<file path="src/rtl/serial_adder_ctrl_pkg.sv">
// Shared types and constants for the bit-serial adder controller.
// Holds the FSM state encoding and the counter-width helper.
package serial_adder_ctrl_pkg;

  typedef enum logic {
    IDLE = 1'b0,
    RUN  = 1'b1
  } state_e;

  localparam int DEFAULT_WIDTH = 8;

  // Bit counter width; never narrower than one bit.
  function automatic int cnt_w(input int w);
    return (w > 2) ? $clog2(w) : 1;
  endfunction

endpackage

</file>
<file path="src/rtl/serial_adder_ctrl_fa_cell.sv">
// One-bit full adder assembled from two half adders and an OR.
// Purely combinational; the controller time-shares a single instance.
module half_adder (
  input  logic x_i,
  input  logic y_i,
  output logic s_o,
  output logic c_o
);
  assign s_o = x_i ^ y_i;
  assign c_o = x_i & y_i;
endmodule

module fa_cell (
  input  logic a_i,
  input  logic b_i,
  input  logic c_i,
  output logic s_o,
  output logic c_o
);
  logic p;
  logic g1;
  logic g2;

  half_adder u_ha1 (
    .x_i(a_i),
    .y_i(b_i),
    .s_o(p),
    .c_o(g1)
  );

  half_adder u_ha2 (
    .x_i(p),
    .y_i(c_i),
    .s_o(s_o),
    .c_o(g2)
  );

  assign c_o = g1 | g2;
endmodule

</file>
<file path="src/rtl/serial_adder_ctrl.sv">
// Bit-serial adder controller: one full-adder cell stepped WIDTH
// times LSB-first, with registered sum/cout and a one-cycle done.
module serial_adder_ctrl
  import serial_adder_ctrl_pkg::*;
#(
  parameter int WIDTH = DEFAULT_WIDTH
) (
  input  logic             clk,
  input  logic             reset_p,
  input  logic             start,
  input  logic [WIDTH-1:0] a,
  input  logic [WIDTH-1:0] b,
  input  logic             cin,
  output logic             busy,
  output logic             done,
  output logic [WIDTH-1:0] sum,
  output logic             cout
);

  localparam int CW = cnt_w(WIDTH);
  localparam logic [CW-1:0] LAST = CW'(WIDTH - 1);

  state_e           state_q, state_d;
  logic [WIDTH-1:0] a_sr_q, a_sr_d;
  logic [WIDTH-1:0] b_sr_q, b_sr_d;
  logic [WIDTH-1:0] s_sr_q, s_sr_d;
  logic [WIDTH-1:0] sum_q, sum_d;
  logic [CW-1:0]    cnt_q, cnt_d;
  logic             c_q, c_d;
  logic             cout_q, cout_d;
  logic             busy_q, busy_d;
  logic             done_q, done_d;

  logic fa_s;
  logic fa_co;

  fa_cell u_fa (
    .a_i(a_sr_q[0]),
    .b_i(b_sr_q[0]),
    .c_i(c_q),
    .s_o(fa_s),
    .c_o(fa_co)
  );

  // Next-state: capture on start in IDLE, one bit step per RUN cycle.
  always_comb begin
    state_d = state_q;
    a_sr_d  = a_sr_q;
    b_sr_d  = b_sr_q;
    s_sr_d  = s_sr_q;
    sum_d   = sum_q;
    cnt_d   = cnt_q;
    c_d     = c_q;
    cout_d  = cout_q;
    busy_d  = busy_q;
    done_d  = 1'b0;
    case (state_q)
      IDLE: begin
        if (start) begin
          a_sr_d  = a;
          b_sr_d  = b;
          c_d     = cin;
          s_sr_d  = '0;
          cnt_d   = '0;
          busy_d  = 1'b1;
          state_d = RUN;
        end
      end
      RUN: begin
        c_d    = fa_co;
        a_sr_d = {1'b0, a_sr_q[WIDTH-1:1]};
        b_sr_d = {1'b0, b_sr_q[WIDTH-1:1]};
        s_sr_d = {fa_s, s_sr_q[WIDTH-1:1]};
        cnt_d  = cnt_q + 1'b1;
        if (cnt_q == LAST) begin
          cnt_d   = '0;
          sum_d   = {fa_s, s_sr_q[WIDTH-1:1]};
          cout_d  = fa_co;
          done_d  = 1'b1;
          busy_d  = 1'b0;
          state_d = IDLE;
        end
      end
      default: state_d = IDLE;
    endcase
  end

  // State registers with synchronous reset taking priority.
  always_ff @(posedge clk) begin
    if (reset_p) begin
      state_q <= IDLE;
      a_sr_q  <= '0;
      b_sr_q  <= '0;
      s_sr_q  <= '0;
      sum_q   <= '0;
      cnt_q   <= '0;
      c_q     <= 1'b0;
      cout_q  <= 1'b0;
      busy_q  <= 1'b0;
      done_q  <= 1'b0;
    end else begin
      state_q <= state_d;
      a_sr_q  <= a_sr_d;
      b_sr_q  <= b_sr_d;
      s_sr_q  <= s_sr_d;
      sum_q   <= sum_d;
      cnt_q   <= cnt_d;
      c_q     <= c_d;
      cout_q  <= cout_d;
      busy_q  <= busy_d;
      done_q  <= done_d;
    end
  end

  assign busy = busy_q;
  assign done = done_q;
  assign sum  = sum_q;
  assign cout = cout_q;

endmodule
</file>
<file path="config.mk">
export PLATFORM = sky130hd
export DESIGN_NAME = serial_adder_ctrl
export DESIGN_NICKNAME = d
export VERILOG_FILES = /design/src/rtl/serial_adder_ctrl_pkg.sv /design/src/rtl/serial_adder_ctrl_fa_cell.sv /design/src/rtl/serial_adder_ctrl.sv
export SDC_FILE = /design/constraint.sdc
export NUM_CORES = 1
export LEC_CHECK = 0
export ABC_AREA = 1
export CORE_ASPECT_RATIO = 0.7
export CORE_MARGIN = 5
export CORE_UTILIZATION = 40
export DETAILED_ROUTE_END_ITERATION = 10
export PLACE_DENSITY_LB_ADDON = 0.1
export SLEW_MARGIN = 40
export SYNTH_ARGS = -nofsm -noshare
export SYNTH_HDL_FRONTEND = slang
export SYNTH_HIERARCHICAL = 1
export SYNTH_SLANG_ARGS = --single-unit
</file>
<file path="constraint.sdc">
create_clock -name clk -period 1.1 [get_ports clk]
set_input_delay 0.22 -clock clk [delete_from_list [all_inputs] [get_ports clk]]
set_output_delay 0.22 -clock clk [all_outputs]
set_load 0.005 [all_outputs]
</file>
==> impl_metrics.yaml, run 1 <==
outcome:
  status: "complete, but fails checks"
  violations: "negative setup slack"
routing:
  wl_met1_um: 2000
  wl_met3_um: 200
  num_vias: 1484
  vias_per_cell: 4.70
  wl_met2_um: 1650
  top_layer: "met4"
  dr.pass1.iters: 4
  drc: 0
  routed_wl_um: 3910
  ant_nets: 0
  avgRoutedWirePerCell_um: 12.4
  drtIter0Drc: 61
clock_network:
  numCtsBuffers: 5
  worst_skew_pair.late_latency_ns: 0.29
  clock_path_buffers: 2
  htreeDepth: 2
  hold_buffers: 0
  cts_tree: "yes"
  root_buffer: "clkbuf_8"
  path_clk_slew_ns: 0.07
  cts_sinks: 39
global_route:
  antenna_found_initial: 0
  gr-total-overflow: 0
  grt_pass1_vias: 1398
  grt_pass1_wl_um: 6330
  grt_max_degree: 20
  track_usage_pct: 14.4
placement:
  gp_congestion: 0.729
  dp_cells: 304
  port_buffers: 30
  post-place-ws_ns: -0.242
  dp_hpwl_um: 2640
setup_path:
  crit_required_ns: 1.27
  r2r-start: "cnt_q[0]"
  critPathBufInv: 1
  worst_setup_path_end_kind: "flop"
  crit_top_cell: "ha_4"
  worst_ep_arrival_time_ns: 1.39
  slowest_delay_ns: 0.34
  r2r_slack_ns: -0.11
  slowest_stage: "dfxtp_2"
  critPathTopFamily: "flip-flops"
  critical_path_cell_count: 6
  path_cells: "ha_4, ha_4, nand2_4, clkinvlp_4, nand2_1, a21oi_1"
  reg2reg_to: "sum[7]"
  worstSetupPathType: "flop to flop"
  cp-start-kind: "flop"
  path_max_fanout: 8
  r2r_cells: 6
timing:
  rsz0062_at_grt: "yes"
  fmax_mhz: 823
  setup_viol: 11
  worst_slew_pin_slew_ns: 0.243
  fin_crit_sh_pct: 110
  relSlewSlack_pct: 83.8
  fin_worst_skew_ns: 0.00455
  final_max_slew_viol_count: 0
  final-hold-violation-count: 0
  layout_setup_ws_ns: -0.115
  period_minus_slack_ns: 1.21
  holdWs_ns: 0.462
die:
  rows: 19
  io_pins: 31
  fp.dieH_um: 63.7
  start_util_pct: 41.8
  fp.dieW_um: 86.7
  coreArea_um2: 3950
  die-area_um2: 5530
logic_synthesis:
  yosysUniqueCellTypes: 18
  syn-num-nets: 247
  yosys_warnings: 6
  syn_avg_cell_area_um2: 7.43
  ys_ff_latch: 39
  synthCells: 222
  synth-seq-area-share_pct: 47.3
  synth.cell_area_um2: 1650
cells_and_area:
  layout.cells.non_filler: 316
  nFillCells: 384
  area_growth_pct: 45.2
  antenna_cells: 0
  final_nets: 289
  layout-drive-gt1-share_pct: 25.4
  layout_commonest_cell: "nand2_1"
  utilization_pct: 60.7
  final_cell_mix: "67 x nand2_1, 30 x nand3_1, 25 x dfxtp_1, 18 x clkdlybuf4s50_1, 17 x inv_1"
min_path:
  min_to: "sum[7]"
  hp-class: "flop to flop"
  min_path_cells: 2
  hold_start: "sum[7]"
run:
  maxCapViolations: 0
pwr:
  ir_worst_vdd_mv: 0.683
  leakage_nw: 1.12
  powerDensity_nw_per_um2: 1210
worst reg2reg max path, cell delays in order (launching register included):
cell and delay, ns:
dfxtp_2 0.34, ha_4 0.17, ha_4 0.15, nand2_4 0.07, clkinvlp_4 0.19, nand2_1 0.12, a21oi_1 0.06
cell usage after synthesis:
library cell	number	area, um^2
nand3_1	36	180
nor2_8	1	20.0
a21oi_1	13	65.1
inv_4	1	6.26
inv_2	2	7.51
inv_1	19	71.3
nor2_1	6	22.5
o21ai_1	3	15.0
buf_4	4	30.0
o21ai_0	5	25.0
nor3_1	1	5.00
buf_2	5	25.0
clkbuf_1	1	3.75
dfxtp_1	39	781
o22ai_1	1	6.26
buf_6	3	33.8
ha_1	5	62.6
nand2_1	77	289
cells by family (layout without fill, tap and decap cells):
| kind of cell | Yosys count | after routing | share of synthesized area, % |
|---|---|---|---|
| AND/OR/NAND/NOR | 121 | 121 | 31.3 |
| buffers and inverters | 35 | 77 | 10.8 |
| flip-flops | 39 | 39 | 47.3 |
| adder cells (fa/ha/maj) | 5 | 5 | 3.79 |
| AO/OA/AOI/OAI | 22 | 22 | 6.75 |
cell type report:
class	instances	area [um^2]	share of cell area, %
multi-input cells	148	823	34.4
repair buffers	48	529	22.1
clock buffers	6	82.6	3.45
flip-flops and latches	39	798	33.3
well taps	52	65.1	2.72
inverters	22	91.3	3.81
clock inverters	1	5.00	0.209
through the flow:
stage                     total power [mW]  setup TNS, ns  instance area, um^2
after floorplan                       1.72              0                 1680
after global placement                1.88          -6.74                 2090
after detailed placement              1.88          -7.27                 2090
after CTS                             2.86         -0.645                 2220
after global routing                  3.04          -1.90                 2390
final                                 2.89         -0.815                 2390
how the worst max path moves through the flow:
stage               startpoint         to  slack, ns
finish                cnt_q[0]     sum[7]      -0.11
global route          cnt_q[0]     sum[5]      -0.18
CTS                   cnt_q[0]     sum[6]      -0.09
detailed placement       start  b_sr_q[6]      -0.24
global placement         start  b_sr_q[3]      -0.24
floorplan             cnt_q[0]       cout       0.01
per-layer routing:
| layer | track usage [%] | up-vias |
|---|---|---|
| li1 | - | 791 |
| met1 | 20.0 | 661 |
| met2 | 21.0 | 26 |
| met3 | 4.43 | 6 |
| met4 | 5.25 | 0 |
| met5 | 0 | - |
registers in the layout, summed over array words and instances (netlist names):
register	flops
c_q	1
s_sr_q	7
cout	1
sum	8
busy	1
b_sr_q	8
state_q	1
a_sr_q	8
done	1
cnt_q	3
report_power, final:
part,switching (mW),internal (mW)
Combinational,0.200,0.229
Sequential,0.0382,1.46
Clock,0.471,0.492
Total,0.709,2.18
what timing repair did:
item | in CTS | in global routing
endpoints found under the setup margin | 25 | 35
pin swaps | 8 | 13
buffers inserted | 0 | 3
resized for setup | 26 | 39
cloned | 0 | 2
Note: power is estimated with default switching activity, not from simulation.
==> run 2, diff against run 1 <==
--- a/config.mk
+++ b/config.mk
@@ -10,7 +10,7 @@
 export CORE_MARGIN = 5
 export CORE_UTILIZATION = 40
 export DETAILED_ROUTE_END_ITERATION = 10
-export PLACE_DENSITY_LB_ADDON = 0.1
+export PLACE_DENSITY = 0.66
 export SLEW_MARGIN = 40
 export SYNTH_ARGS = -nofsm -noshare
 export SYNTH_HDL_FRONTEND = slang
==> run 2 against run 1 <==
  * The run still ends with negative setup slack left
  * Setup slack better by 0.083 ns
  * Clock power up 8%
  * Final cell count is 0.63% higher
  * Final area rose by 0.89%
  * Critical path depth unchanged
  * Via count grew 2.6%
  * Register-to-register slack better by 0.08 ns
  * Largest power group unchanged
==> impl_metrics.yaml, run 2 (synthesis gave the netlist of run 1 again) <==
outcome:
  status: "complete, but fails checks"
  violations: "negative setup slack"
routing:
  drc: 0
  dr.pass1.iters: 4
  num_vias: 1523
  routed_wl_um: 3770
  avgRoutedWirePerCell_um: 11.8
  drtIter0Drc: 44
  vias_per_cell: 4.79
  ant_nets: 0
timing:
  fmax_mhz: 883
  setup_viol: 6
  relSlewSlack_pct: 85.6
  rsz0062_at_grt: "yes"
  layout_setup_ws_ns: -0.0321
  worst_slew_pin_slew_ns: 0.217
  fin_crit_sh_pct: 103
  final-hold-violation-count: 0
  fin_worst_skew_ns: 0.00356
  period_minus_slack_ns: 1.13
  final_max_slew_viol_count: 0
global_route:
  gr-usage-met2_pct: 21.4
  grt.busiest_layer: "met2"
  track_usage_pct: 13.7
  grt_pass1_wl_um: 6030
  globalRouteMet3Util_pct: 4.04
  gr-total-overflow: 0
  antenna_found_initial: 0
  grt_max_degree: 27
  grt_pass1_vias: 1366
  use_met1_pct: 18.2
clock_network:
  path_clk_slew_ns: 0.07
  cts_sinks: 39
  cts_tree: "yes"
  worst_skew_pair.late_latency_ns: 0.29
  numCtsBuffers: 5
  clock_path_buffers: 2
  root_buffer: "clkbuf_8"
  htreeDepth: 2
  hold_buffers: 0
min_path:
  hp-class: "flop to flop"
setup_path:
  worst_ep_arrival_time_ns: 1.36
  worst_setup_path_end_kind: "flop"
  path_max_fanout: 5
  worstSetupPathType: "flop to flop"
  crit_required_ns: 1.32
  cp-start-kind: "flop"
cells_and_area:
  area_growth_pct: 46.5
  layout-drive-gt1-share_pct: 26.7
  multi_input_comb_area_um2: 815
  layout_commonest_cell: "nand2_1"
  layout.cells.non_filler: 318
  final_cell_mix: "66 x nand2_1, 33 x nand3_1, 26 x dfxtp_1, 19 x clkdlybuf4s50_1, 17 x inv_1"
  nFillCells: 356
  design_area_um2: 2420
  ff_latch_area_um2: 802
  final_nets: 290
  antenna_cells: 0
die:
  fp.dieH_um: 63.7
  start_util_pct: 41.8
  coreArea_um2: 3950
  fp.dieW_um: 86.7
  die-area_um2: 5530
  rows: 19
  io_pins: 31
pwr:
  leakage_nw: 1.08
  p_total_mw: 2.96
  ir_worst_vdd_mv: 0.773
  powerDensity_nw_per_um2: 1230
placement:
  post-place-ws_ns: -0.258
  port_buffers: 30
  dp_hpwl_um: 2540
  gp_congestion: 0.787
  placed_area_um2: 2120
  dp_cells: 306
run:
  maxCapViolations: 0
run 2: per-stage QoR:
stage | setup TNS [ns] | utilization, % | hold slack, ns
floorplan | 0 | - | 0.363
global placement | -6.50 | 53.7 | 0.453
detailed placement | -6.88 | 53.7 | 0.454
CTS | -0.110 | 58.3 | 0.462
global route | -1.02 | 61.2 | 0.476
finish | -0.140 | 61.2 | 0.458
run 2: critical path: stages (launching register included):
cell and delay (ns):
dfxtp_2 0.35, ha_4 0.17, ha_4 0.16, nand2_4 0.10, buf_6 0.14, nand2_1 0.06
a21oi_2 0.10
run 2: final timing paths:
| kind | start | to | slack (ns) | cells after the start |
|---|---|---|---|---|
| max | cnt_q[0] | sum[1] | -0.03 | 6 |
| min | sum[4] | sum[4] | 0.46 | 2 |
| max reg2reg | cnt_q[0] | sum[1] | -0.03 | 6 |
| min reg2reg | sum[4] | sum[4] | 0.46 | 2 |
run 2: what timing repair did:
action / 4_1_cts / 5_1_grt
hold endpoints to repair: 0 / 0
cloned: 1 / 2
gates resized for setup: 43 / 27
pin swaps: 12 / 4
endpoints found under the setup margin: 23 / 35
buffers inserted: 0 / 1
run 2: power by group:
part / internal (mW) / switching, mW / total (mW) / leakage [nW]
clock: 0.572 / 0.469 / 1.04 / 0.0515
sequential: 1.46 / 0.0348 / 1.50 / 0.324
combinational: 0.232 / 0.195 / 0.427 / 0.709
total: 2.27 / 0.699 / 2.96 / 1.08
run 2: metal layers:
layer  vias up  routed length [um]
li1        792                   -
met5         -                   0
met1       692                1840
met4         0                  38
met2        34                1680
met3         5                 202
run 2: cell type report:
| class | count | share of cell area [%] |
|---|---|---|
| clock buffers | 8 | 4.14 |
| inverters | 22 | 3.83 |
| multi-input cells | 148 | 33.7 |
| flip-flops and latches | 39 | 33.2 |
| well taps | 52 | 2.69 |
| repair buffers | 49 | 22.4 |
